File: config.mk
export PLATFORM = sky130hd
export DESIGN_NAME = decode_extend_pipe
export DESIGN_NICKNAME = d
export VERILOG_FILES = /design/src/rtl/decode_pkg.sv /design/src/rtl/decode_pipe_slot.sv /design/src/rtl/decode_extend_pipe.sv
export SDC_FILE = /design/constraint.sdc
export NUM_CORES = 1
export LEC_CHECK = 0
export CORE_AREA = 2 2 155 157
export DETAILED_ROUTE_END_ITERATION = 6
export DIE_AREA = 0 0 157 159
export REMOVE_ABC_BUFFERS = 1
export SYNTH_ARGS = -nofsm -noshare
export SYNTH_HDL_FRONTEND = slang
export SYNTH_SLANG_ARGS = --single-unit
File: constraint.sdc
create_clock -name clk -period 2 [get_ports clk]
set_input_delay 0.6 -clock clk [delete_from_list [all_inputs] [get_ports clk]]
set_output_delay 0.6 -clock clk [all_outputs]
set_load 0.01 [all_outputs]
File: src/rtl/decode_pkg.sv
// Shared decode constants for the MIPS ID-stage helpers: opcodes, function codes,
// instruction-field layout and immediate-extension modes.
package decode_pkg;

  localparam logic [5:0] OP_RTYPE = 6'h00;
  localparam logic [5:0] OP_J     = 6'h02;
  localparam logic [5:0] OP_JAL   = 6'h03;
  localparam logic [5:0] OP_BEQ   = 6'h04;
  localparam logic [5:0] OP_BNE   = 6'h05;
  localparam logic [5:0] OP_ADDI  = 6'h08;
  localparam logic [5:0] OP_ORI   = 6'h0D;
  localparam logic [5:0] OP_LUI   = 6'h0F;

  localparam logic [5:0] FN_SLL = 6'h00;
  localparam logic [5:0] FN_JR  = 6'h08;
  localparam logic [5:0] FN_ADD = 6'h20;
  localparam logic [5:0] FN_SUB = 6'h22;

  localparam int INSTR_W  = 32;
  localparam int FIELDS_W = 32;
  localparam int IMM_W    = 16;
  localparam int JIDX_W   = 26;

  typedef enum logic [1:0] {
    EXT_SIGN  = 2'b00,
    EXT_ZERO  = 2'b01,
    EXT_UPPER = 2'b10
  } ext_mode_e;

  // Field order matches the instruction word, so a cast splits it directly.
  typedef struct packed {
    logic [5:0] op;
    logic [4:0] rs;
    logic [4:0] rt;
    logic [4:0] rd;
    logic [4:0] shamt;
    logic [5:0] funct;
  } instr_fields_t;

endpackage

File: src/rtl/decode_pipe_slot.sv
// One elastic register slot of decode_extend_pipe: a valid bit plus a payload that
// loads whenever the top marks the slot as empty or draining this cycle.
module decode_pipe_slot #(
  parameter int W = 8
) (
  input  logic         clk,
  input  logic         reset,
  input  logic         flush,
  input  logic         load,
  input  logic         in_valid,
  input  logic [W-1:0] in_data,
  output logic         valid,
  output logic [W-1:0] data
);

  // NOTE: state uses non-blocking (<=) so each slot captures its neighbour's pre-edge value.
  always_ff @(posedge clk) begin
    if (reset) begin
      valid <= 1'b0;
      // NOTE: payload is reset so outputs read 0 after reset; flush only drops valid bits.
      data  <= '0;
    end else if (flush) begin
      valid <= 1'b0;
    end else if (load) begin
      valid <= in_valid;
      if (in_valid) data <= in_data;
    end
  end

endmodule

File: src/rtl/decode_extend_pipe.sv
// Elastic ID-stage decode/extend pipeline with STAGES valid/ready slots.
// Branch/jump targets and rs==rt compare exist only when DECODE_BRANCH_EN is defined.
module decode_extend_pipe #(
  parameter int STAGES = 2,
  parameter int DATA_W = 32,
  parameter int ADDR_W = 32
) (
  input  logic              clk,
  input  logic              reset,
  input  logic              flush,
  input  logic              in_valid,
  output logic              in_ready,
  input  logic [31:0]       instr,
  input  logic [ADDR_W-1:0] pc_plus4,
  input  logic [DATA_W-1:0] rs_data,
  input  logic [DATA_W-1:0] rt_data,
  input  logic [1:0]        ext_mode,
  output logic              out_valid,
  input  logic              out_ready,
  output logic [5:0]        op,
  output logic [5:0]        funct,
  output logic [4:0]        rs,
  output logic [4:0]        rt,
  output logic [4:0]        rd,
  output logic [4:0]        shamt,
  output logic [DATA_W-1:0] imm_ext,
  output logic [ADDR_W-1:0] br_target,
  output logic [ADDR_W-1:0] j_target,
  output logic              equal
);
  import decode_pkg::*;

  instr_fields_t     fields;
  logic [IMM_W-1:0]  imm;
  logic [DATA_W-1:0] imm_ext_c;

  assign fields = instr_fields_t'(instr);
  assign imm    = instr[IMM_W-1:0];

  // NOTE: every variable in a combinational block gets a default first, so no path infers a latch.
  always_comb begin
    imm_ext_c = {{(DATA_W-IMM_W){imm[IMM_W-1]}}, imm};
    case (ext_mode)
      EXT_ZERO:  imm_ext_c = {{(DATA_W-IMM_W){1'b0}}, imm};
      EXT_UPPER: imm_ext_c = {imm, {(DATA_W-IMM_W){1'b0}}};
      default:   ;
    endcase
  end

`ifdef DECODE_BRANCH_EN
  localparam int PW = FIELDS_W + DATA_W + 2*ADDR_W + 1;
  logic [ADDR_W-1:0] br_c;
  logic [ADDR_W-1:0] j_c;
  logic [PW-1:0]     in_pay;
  logic [PW-1:0]     out_pay;

  // Sign-extended word offset; bits shifted past ADDR_W are simply dropped.
  assign br_c = pc_plus4 + {{(ADDR_W-IMM_W-2){imm[IMM_W-1]}}, imm, 2'b00};

  if (ADDR_W > JIDX_W + 2) begin : g_jseg
    assign j_c = {pc_plus4[ADDR_W-1:JIDX_W+2], instr[JIDX_W-1:0], 2'b00};
  end else begin : g_jflat
    assign j_c = {instr[JIDX_W-1:0], 2'b00};
  end

  assign in_pay = {fields, imm_ext_c, br_c, j_c, rs_data == rt_data};
`else
  localparam int PW = FIELDS_W + DATA_W;
  logic [PW-1:0] in_pay;
  logic [PW-1:0] out_pay;
  logic          unused_branch;

  assign in_pay        = {fields, imm_ext_c};
  assign unused_branch = ^{pc_plus4, rs_data, rt_data};
`endif

  logic [STAGES:0]         v;
  logic [STAGES:0]         rdy;
  logic [STAGES:0][PW-1:0] d;

  assign v[0] = in_valid;
  assign d[0] = in_pay;

  // rdy[k]: slot k may load (it is empty, or everything downstream of it moves).
  always_comb begin
    rdy[STAGES] = out_ready;
    for (int k = STAGES - 1; k >= 0; k--) begin
      rdy[k] = rdy[k+1] || !v[k+1];
    end
  end

  for (genvar k = 0; k < STAGES; k++) begin : g_slot
    decode_pipe_slot #(.W(PW)) u_slot (
      .clk      (clk),
      .reset    (reset),
      .flush    (flush),
      .load     (rdy[k]),
      .in_valid (v[k]),
      .in_data  (d[k]),
      .valid    (v[k+1]),
      .data     (d[k+1])
    );
  end

  assign in_ready  = rdy[0];
  assign out_valid = v[STAGES];
  assign out_pay   = d[STAGES];

  assign {op, rs, rt, rd, shamt, funct} = out_pay[PW-1 -: FIELDS_W];
  assign imm_ext = out_pay[PW-FIELDS_W-1 -: DATA_W];

`ifdef DECODE_BRANCH_EN
  assign br_target = out_pay[2*ADDR_W -: ADDR_W];
  assign j_target  = out_pay[ADDR_W:1];
  assign equal     = out_pay[0];
`else
  assign br_target = '0;
  assign j_target  = '0;
  assign equal     = 1'b0;
`endif

endmodule

## Word-level counts from Yosys, hierarchy flattened

Index checks and enable logic that the tools add are counted.

- Register bits after elaboration: 130
- Output and inout bits: 131
- Logic and storage cells: 15

- Eq/ne operators: 2
- Mux-type cells: 1
- Bitwise logic cells: 1
- Reduce and logical (&&, ||, !) cells: 7

Operators with widths:

| cell | count |
|---|---|
| 32-bit case mux with 2 select lines | 1 |
| 3-bit AND reduction | 2 |
| 2-bit by 1-bit equality test with 1-bit output (second input constant) | 1 |
| 2-bit equality test (second input constant) | 1 |
| 1-bit logical NOT | 2 |
| 1-bit logical OR | 2 |
| 2-bit OR reduction | 1 |
| 1-bit NOT | 1 |

## Longest topological paths before layout

Gate-level depths: netlist of the first run.

- Word-level depth: 4
- Gate-level depth with buffers: 7
- Gate-level depth less buffers: 5

## Hierarchy

A second synthesis of the first run with hierarchy kept.

- Cell total of the unflattened synthesis: 673
- Area, all modules: 6732.7 um^2

Modules (own cells, without submodules):

| module | instances | cells each | area each (um^2) | seq. area each (um^2) |
|---|---|---|---|---|
| decode_pipe_slot | 2 | 281 | 2952.8 | 1301.2 |
| decode_extend_pipe | 1 | 111 | 827.0 | 0.0 |

## Least setup slack after synthesis of the first run

No wires, ideal clock.

- Kind: input port to output port
- Start point: input port out_ready
- End point: output port in_ready
- Arrival time: 1.242 ns
- Slack: 0.158 ns
- Stages on the path: 5
- Buffers on the path: 3
- Cell sequence: and3b_1 -> buf_6 -> inv_2 -> buf_6 -> buf_2

- Cells in the longest elaborated chain, start to end: 2

Ends and longest elaborated chain:

| what | RTL line | source |
|---|---|---|
| start: declaration | decode_extend_pipe.sv:19 | `input logic out_ready,` |
| 1-bit logical OR (2 in series) | decode_extend_pipe.sv:88 | `rdy[k] = rdy[k+1] \|\| !v[k+1];` |
| end: declaration | decode_extend_pipe.sv:12 | `output logic in_ready,` |

No other way between the ends.

## Worst setup path after layout of the first run

- Start point: register g_slot[1].u_slot.data[22]
- End point: output port imm_ext[22]

RTL lines:

| what | RTL line | source |
|---|---|---|
| start: declaration | decode_pipe_slot.sv:13 | `output logic [W-1:0] data` |
| start signal: assignment | decode_pipe_slot.sv:26 | `if (in_valid) data <= in_data;` |
| end: declaration | decode_extend_pipe.sv:26 | `output logic [DATA_W-1:0] imm_ext,` |

No word-level cell between the ends.

==> results of run 1 <==
metrics by stage:
step | hold WS [ns] | total power [W] | TNS (ns) | worst slack [ns]
finish | 0.4529 | 0.006219 | 0 | 0.06601
global route | 0.4417 | 0.006481 | 0 | 0.01476
CTS | 0.4426 | 0.006291 | 0 | 0.02695
detailed placement | 0.4504 | 0.003254 | -25.07 | -0.6382
global placement | 0.4401 | 0.003246 | -23.58 | -0.6517
floorplan | 0.4286 | 0.002968 | -143.22 | -1.242
layer usage:
| layer | vias up | wire [µm] | GRT usage (%) |
|---|---|---|---|
| met3 | 14 | 1071 | 4.246 |
| met4 | 0 | 206 | 4.087 |
| met1 | 2440 | 7416 | 16.75 |
| li1 | 2411 | - | - |
| met5 | - | 0 | 0 |
| met2 | 158 | 8235 | 22.63 |
flip-flops by register name, summed over array words and instances, names as in the netlist:
name                 flops
g_slot.u_slot.data     128
g_slot.u_slot.valid      2
power by group through the flow:
stage / logic, W / registers [W] / clock network, W
2_1_floorplan: 0.000218 / 0.00275 / 0
3_3_place_gp: 0.000494 / 0.00275 / 0
3_5_place_dp: 0.000501 / 0.00275 / 0
4_1_cts: 0.000501 / 0.00270 / 0.00309
5_1_grt: 0.000551 / 0.00271 / 0.00322
6_report: 0.000501 / 0.00270 / 0.00302
layout make-up:
| class | instances | area, µm² | area share (%) |
|---|---|---|---|
| well taps | 319 | 399.1 | 5.431 |
| clock inverters | 13 | 138.9 | 1.890 |
| repair buffers | 137 | 1409 | 19.17 |
| inverters | 4 | 15.01 | 0.2043 |
| clock buffers | 18 | 429.2 | 5.839 |
| flip-flops and latches | 130 | 2603 | 35.41 |
| multi-input cells | 466 | 2356 | 32.06 |
final timing paths:
path / from / to / slack (ns) / depth (start not counted)
min reg2reg: g_slot[0].u_slot.data[15] / g_slot[0].u_slot.data[15] / 0.45 / 2
max: g_slot[1].u_slot.data[22] / imm_ext[22] / 0.07 / 1
min: g_slot[0].u_slot.data[15] / g_slot[0].u_slot.data[15] / 0.45 / 2
max reg2reg: g_slot[0].u_slot.valid / g_slot[0].u_slot.data[29] / 0.35 / 5
cell usage in the layout, fill, tap and decap left out:
master / count
o2111ai_1: 1
o21ba_2: 1
dlymetal6s2s_1: 1
clkbuf_16: 17
and3b_2: 1
o21ai_1: 1
clkdlybuf4s50_1: 99
clkdlybuf4s15_2: 1
nand3_1: 96
clkinvlp_4: 5
inv_6: 1
nor2b_4: 3
buf_12: 10
dfxtp_1: 130
nor2_2: 1
and2_1: 1
a211oi_1: 15
nand4_1: 16
nor3_1: 2
o21ai_0: 112
ha_1: 2
nor2_1: 2
clkinv_2: 3
a21oi_1: 127
nand2b_2: 3
inv_1: 3
dlygate4sd2_1: 1
clkinv_4: 2
buf_4: 24
buf_2: 1
inv_2: 1
nor2b_1: 1
nand2_1: 16
clkbuf_1: 1
bufinv_16: 2
conb_1: 65
cells by family (layout without fill, tap and decap cells):
| family | after synthesis | after routing | share of synthesized area [%] |
|---|---|---|---|
| AOI/OAI and AO/OA | 257 | 257 | 22.24 |
| adders and majority gates | 2 | 2 | 0.4176 |
| buffers and inverters | 204 | 172 | 21.82 |
| DFF | 130 | 130 | 43.43 |
| other | 1 | 65 | 0.06258 |
| and+or+nand+nor | 142 | 142 | 12.03 |
timing repair:
item / CTS / global route
endpoints found under the setup margin: 11 / 1
pin swaps: 0 / 0
resized for setup: 8 / 1
==> out/qor.yml, run 1 <==
drc: 0
place_area_mm2: 0.006784
numPortBuffers: 104
grt_use_total_pct: 13.60
yosysTopAreaCell: "dfxtp_1"
status: "finished clean"
final.period_utilization_pct: 96.70
post-place-cells: 1056
start_kind: "register"
synthMostInstantiatedCell: "buf_4"
crit_path_end_kind: "output port"
syn_inst: 736
grt_max_degree: 72
critPathKind: "reg -> out"
ant_nets: 0
synth.top_cells.by_count: "buf_4 (132), dfxtp_1 (130), a21oi_1 (127), o21ai_0 (112), nand3_1 (96)"
cts_root_buffer: "clkbuf_16"
drt_pre_antenna_iters: 4
finalSetupViolCount: 0
p_clk_share_pct: 48.6
synth_area_leaders: "dfxtp_1 (43%), buf_4 (17%), a21oi_1 (11%), o21ai_0 (9.4%), nand3_1 (8.0%)"
required_ns: 1.40
period_needed_ns: 1.934
cts_hold_buf: 0
hold_violations: 0
slew_viol_final: 0
postLayoutCoreUtil_pct: 31.69
ys_ff_latch: 130
cts_buffers: 17
grt-ovfl-total: 0
skew_ns: 0.01020
ios: 266
synth_edf_count: 0
hpwl_um: 10650
die_area_mm2: 0.02496
num_antenna_cells: 0
drt_wl_total_um: 16930
antenna_found_initial: 0
avgSynthCellArea_um2: 8.141
vdd.ir_drop.worst_v: 0.0003636
power_leakage_nw: 2.518
cpLargestDelayFamily: "buffers and inverters"
cts_max_path_buffers: 2
yosys_warnings: 0
layout.cells.non_filler: 1087
cap_violations: 0
crit_fanout: 2
cts.sinks: 130
wl_per_cell_um: 15.57
place_congestion: 0.7179
fp.coreArea_mm2: 0.02319
power.internal_w: 0.004686
fillCellCount: 2457
rsz0062_at_grt: "false"
min_path_type: "reg -> reg"
num_vias: 5023
pwr-share-comb_pct: 8.1
drive_above_1_share_pct: 9.896
layout.nets: 893
grt_first_pass_wirelength_um: 26700
htree_num_levels: 4
rows: 56
die_width_um: 157
crit_path_top_delay_cell: "clkdlybuf4s50_1"
power_density_mw_per_mm2: 846.2
worstPathCellList: "clkdlybuf4s50_1"
final_cell_area_mm2: 0.007350
post_cts_buffers: 0
p_seq_share_pct: 43.4
grt_pass1_vias: 4868
yosysUniqueCellTypes: 26
drtIter0Drc: 339
path_buf_inv: 1
clk_latency_ns: 0.42
synth_ff_type: "dfxtp_1"
cts_tree: "built"
syn2layout_area_growth_pct: 22.66
async_flop_share_pct: 0
start_util_pct: 25.84
p_sw_w: 0.001534
fmax_mhz: 517.1
syn_area_mm2: 0.005992
max_stage_delay_ns: 0.59
die_y_um: 159
clk_pin_slew_ns: 0.06
swShare_pct: 24.66
synth-seq-area-share_pct: 43.43
yosysTopAreaCellShare_pct: 43.43
arrival_ns: 1.33
viasPerCell: 4.621
No activity file was read; power rests on OpenSTA's default activity.
==> inputs of run 2 (changes only) <==
--- a/config.mk
+++ b/config.mk
@@ -5,9 +5,10 @@
 export SDC_FILE = /design/constraint.sdc
 export NUM_CORES = 1
 export LEC_CHECK = 0
-export CORE_AREA = 2 2 155 157
+export CORE_AREA = 3 3 124 126
 export DETAILED_ROUTE_END_ITERATION = 6
-export DIE_AREA = 0 0 157 159
+export DIE_AREA = 0 0 127 129
+export PLACE_DENSITY = 0.79
 export REMOVE_ABC_BUFFERS = 1
 export SYNTH_ARGS = -nofsm -noshare
 export SYNTH_HDL_FRONTEND = slang
==> run 2 against run 1 <==
  * Worst setup slack better by 0.017 ns
  * Cell area down 3.0%
  * Die area down 34%
  * Utilization up 18 points
  * First-iteration DRC count up 21%
  * Non-clock buffer count down 2
  * Register-to-register slack worse by 0.15 ns
  * Critical endpoint is now imm_ext[12]
  * Largest power group unchanged
  * Highest routed layer unchanged
==> out/qor.yml, run 2 (synthesized netlist as in run 1, its figures left out) <==
status: "finished clean"
rows: 44
worst_slack_ns: 0.08325
p_seq_share_pct: 45.0
cpLargestDelayFamily: "buffers and inverters"
drive_above_1_share_pct: 8.758
period_needed_ns: 1.917
drtIter0Drc: 410
cts_tree: "built"
hold_violations: 0
tightest_slew_ns: 0.7299
cts.sinks: 130
grt_use_total_pct: 18.13
num_vias: 5005
grt_max_degree: 70
rsz0062_at_grt: "false"
vdd.ir_drop.worst_v: 0.0005835
arrival_ns: 1.32
clk_pin_slew_ns: 0.05
viasPerCell: 5.274
final.period_utilization_pct: 95.84
num_antenna_cells: 0
grt_first_pass_wirelength_um: 23810
cts_root_buffer: "clkbuf_16"
crit_fanout: 2
final_cell_area_mm2: 0.007129
start_util_pct: 41.54
skew_ns: 0.006828
swShare_pct: 23.09
cts_hold_buf: 0
power.internal_w: 0.004615
grt-ovfl-total: 0
wl_per_cell_um: 15.82
die_y_um: 129
mostFrequentLayoutCell: "dfxtp_1"
required_ns: 1.40
fmax_mhz: 521.7
place_area_mm2: 0.006596
cts_max_path_buffers: 2
final_cell_mix: "dfxtp_1 (130), a21oi_1 (127), o21ai_0 (112), clkdlybuf4s50_1 (100), nand3_1 (96)"
postLayoutCoreUtil_pct: 49.43
die_width_um: 127
start_kind: "register"
die_area_mm2: 0.01638
max_stage_delay_ns: 0.59
syn2layout_area_growth_pct: 18.98
p_clk_share_pct: 46.8
clk_latency_ns: 0.41
crit_path_end_kind: "output port"
finalSetupViolCount: 0
largest_register_ffs: 128
p_sw_w: 0.001386
crit_path_top_delay_cell: "clkdlybuf4s50_1"
ant_nets: 0
fp.coreArea_mm2: 0.01442
drc: 0
slew_viol_final: 0
place_congestion: 0.7542
top_regs: "g_slot.u_slot.data (128), g_slot.u_slot.valid (2)"
cts_buffers: 17
htree_num_levels: 4
hpwl_um: 9500
place_ws_ns: -0.5043
power_leakage_nw: 2.508
path_buf_inv: 1
antenna_found_initial: 0
top_register: "g_slot.u_slot.data"
drt_wl_total_um: 15010
cap_violations: 0
drt_pre_antenna_iters: 5
numPortBuffers: 104
critPathKind: "reg -> out"
grt_pass1_vias: 4595
post_cts_buffers: 0
layout.nets: 891
min_path_type: "reg -> reg"
power_density_mw_per_mm2: 841.7
worstPathCellList: "clkdlybuf4s50_1"
pwr-share-comb_pct: 8.2
slew_headroom_pct: 51.34
ios: 266
[run 2: cell types whose count changed in the layout (fill, tap and decap cells not counted), moves of 2 or more]
cell and delta:
clkbuf_8 +2, clkinvlp_4 -4, clkbuf_1 +4, clkinv_4 -2, buf_4 -2
[run 2: final cells by class]
class	count	area, µm²
multi-input cells	466	2354
clock inverters	6	57.56
fillers	1417	7295
flip-flops and latches	130	2603
inverters	4	15.01
well taps	184	230.2
clock buffers	24	471.7
repair buffers	135	1399
[run 2: per-stage QoR]
stage	total power [W]	instances	hold slack [ns]	setup TNS [ns]
after floorplan	0.002968	600	0.4286	-143.22
after global placement	0.003234	919	0.4466	-19.49
after detailed placement	0.003242	919	0.4508	-21.00
after CTS	0.006064	949	0.4585	0
after global routing	0.006251	949	0.4748	0
final	0.006001	949	0.4564	0
[run 2: what timing repair did]
item,4_1_cts,5_1_grt
endpoints found under the setup margin,2,1
resized for setup,7,1
gates cloned,0,0
[run 2: metal layers]
layer / wire [µm] / track usage [%] / up-vias / part of all wire [%]
met5: 0 / 0 / - / 0
met4: 236 / 6.309 / 0 / 1.6
met3: 870 / 4.068 / 21 / 5.8
met2: 7421 / 29.70 / 179 / 49
li1: - / - / 2409 / -
met1: 6480 / 23.68 / 2396 / 43
[run 2: power groups by stage]
stage	Sequential, W	Clock (W)	Combinational [W]
after detailed placement	0.00275	0	0.000487
after floorplan	0.00275	0	0.000218
final	0.00270	0.00281	0.000492
after global routing	0.00271	0.00300	0.000542
after CTS	0.00270	0.00287	0.000490
after global placement	0.00275	0	0.000482
[run 2: worst register-to-register path: cells and delay by family (launching register included)]
family	cells	cell delay, ns
flip-flops	1	0.35
buffers and inverters	2	0.61
AO/OA/AOI/OAI	2	0.50
AND/OR/NAND/NOR	1	0.24
[run 2: worst paths after layout]
check | depth (start not counted) | slack (ns) | end | startpoint
max | 1 | 0.08 | imm_ext[12] | g_slot[1].u_slot.data[12]
min | 2 | 0.46 | g_slot[1].u_slot.data[60] | g_slot[0].u_slot.data[60]
max reg2reg | 5 | 0.20 | g_slot[0].u_slot.data[27] | g_slot[0].u_slot.valid
min reg2reg | 2 | 0.46 | g_slot[1].u_slot.data[60] | g_slot[0].u_slot.data[60]
==> inputs of run 3 (changes only) <==
--- a/config.mk
+++ b/config.mk
@@ -5,9 +5,10 @@
 export SDC_FILE = /design/constraint.sdc
 export NUM_CORES = 1
 export LEC_CHECK = 0
-export CORE_AREA = 3 3 124 126
+export CAP_MARGIN = 20
+export CORE_AREA = 3 3 102 153
 export DETAILED_ROUTE_END_ITERATION = 6
-export DIE_AREA = 0 0 127 129
+export DIE_AREA = 0 0 105 156
 export PLACE_DENSITY = 0.79
 export REMOVE_ABC_BUFFERS = 1
 export SYNTH_ARGS = -nofsm -noshare
==> run 3 against run 2 <==
  * Cell count up 1.4%
  * Largest power group unchanged
  * Wire length grew 0.22%
  * Largest cell class unchanged
  * Critical path type is now in -> out
  * Sequential share of layout area shrank 0.35 points
  * Total power is 3.8% higher
  * Via count shrank 1.1%
  * Flip-flop and latch count did not move
  * Global-route usage increased by 0.21 points
  * First-iteration DRC count decreased by 11%
  * Non-clock buffer count unchanged
  * Utilization up 0.36 points
==> out/qor.yml, run 3 (synthesized netlist as in run 1, its figures left out) <==
status: "finished clean"
crit_fanout: 3
top_register: "g_slot.u_slot.data"
rows: 54
vdd.ir_drop.worst_v: 0.0004128
grt_use_total_pct: 18.34
cts.sinks: 130
path_buf_inv: 3
slew_headroom_pct: 61.79
tns_ns: 0
postLayoutCoreUtil_pct: 49.78
htree_num_levels: 4
p_total_w: 0.006229
clk_pin_slew_ns: 0.05
crit_path_end_kind: "output port"
drc: 0
worst_slack_ns: 0.05335
cap_violations: 0
numPortBuffers: 104
critPathKind: "in -> out"
place_congestion: 0.8018
hpwl_um: 9504
power_density_mw_per_mm2: 865.3
min_path_type: "reg -> reg"
grt_max_degree: 65
die_y_um: 156
ios: 266
rsz0062_at_grt: "false"
drtIter0Drc: 366
viasPerCell: 5.148
drive_above_1_share_pct: 9.530
layout.nets: 891
worstPathCellList: "dlygate4sd2_1 > and3b_2 > inv_2 > buf_2"
die_width_um: 105
slew_viol_final: 0
top_regs: "g_slot.u_slot.data (128), g_slot.u_slot.valid (2)"
tightest_slew_ns: 0.5725
start_util_pct: 41.44
fmax_mhz: 513.7
cts_resized: 5
drt_wl_total_um: 15040
largest_register_ffs: 128
post-place-cells: 931
antenna_found_initial: 0
max_stage_delay_ns: 0.29
layout.cells.non_filler: 962
start_kind: "primary input"
final.period_utilization_pct: 97.33
hold_violations: 0
cts_hold_buf: 0
cts_buffers: 17
cpLargestDelayFamily: "buffers and inverters"
required_ns: 1.40
final_cell_mix: "dfxtp_1 (130), a21oi_1 (127), o21ai_0 (112), clkdlybuf4s50_1 (100), nand3_1 (96)"
place_ws_ns: -0.5984
crit_path_top_delay_cell: "and3b_2"
power_leakage_nw: 2.526
cts_tree: "built"
grt_pass1_vias: 4833
syn2layout_area_growth_pct: 20.13
drt_pre_antenna_iters: 5
cts_root_buffer: "clkbuf_16"
num_antenna_cells: 0
period_needed_ns: 1.947
ant_nets: 0
wl_per_cell_um: 15.64
die_area_mm2: 0.01638
finalSetupViolCount: 0
grt-ovfl-total: 0
post_cts_buffers: 0
cts_max_path_buffers: 2
arrival_ns: 1.35
skew_ns: 0.008087
mostFrequentLayoutCell: "dfxtp_1"
grt_first_pass_wirelength_um: 24460
num_vias: 4952
fp.coreArea_mm2: 0.01446
clk_latency_ns: 0.40
run 3: per-layer routing:
layer	wire length, µm	global-route usage (%)	up-vias
met5	0	0	-
li1	-	-	2410
met4	309	6.692	0
met2	7581	32.05	233
met1	6023	21.51	2286
met3	1128	4.969	23
run 3: cell type report:
class / instances / area [µm²]
fillers: 1370 / 7261
flip-flops and latches: 130 / 2603
multi-input cells: 466 / 2359
repair buffers: 135 / 1396
clock buffers: 22 / 474.2
well taps: 196 / 245.2
clock inverters: 9 / 106.4
inverters: 4 / 15.01
run 3: tightest hold or removal path: cells and delay by family (launching register included):
| kind | cells | cell delay [ns] |
|---|---|---|
| AOI/OAI and AO/OA | 1 | 0.05 |
| and+or+nand+nor | 1 | 0.06 |
| DFF | 1 | 0.31 |
run 3: through the flow:
| stage | area, µm² | hold WS, ns |
|---|---|---|
| 2_1_floorplan | 4940 | 0.4286 |
| 3_5_place_dp | 6618 | 0.4474 |
| 3_3_place_gp | 6618 | 0.4448 |
| 4_1_cts | 7192 | 0.4438 |
| 5_1_grt | 7198 | 0.4595 |
| 6_report | 7198 | 0.4556 |
run 3: path summary, 6_finish.rpt:
kind | start | endpoint | slack, ns | cells after the start
setup / recovery | out_ready | in_ready | 0.05 | 4
hold reg to reg | g_slot[0].u_slot.data[15] | g_slot[0].u_slot.data[15] | 0.46 | 2
setup reg to reg | g_slot[0].u_slot.valid | g_slot[0].u_slot.data[28] | 0.34 | 5
hold / removal | g_slot[0].u_slot.data[15] | g_slot[0].u_slot.data[15] | 0.46 | 2
run 3: report_power, final:
part	switching [W]	total, W	internal (W)
clock	0.00111	0.00304	0.00192
combinational	0.000294	0.000492	0.000198
sequential	0.0000360	0.00270	0.00266
total	0.00144	0.00623	0.00479
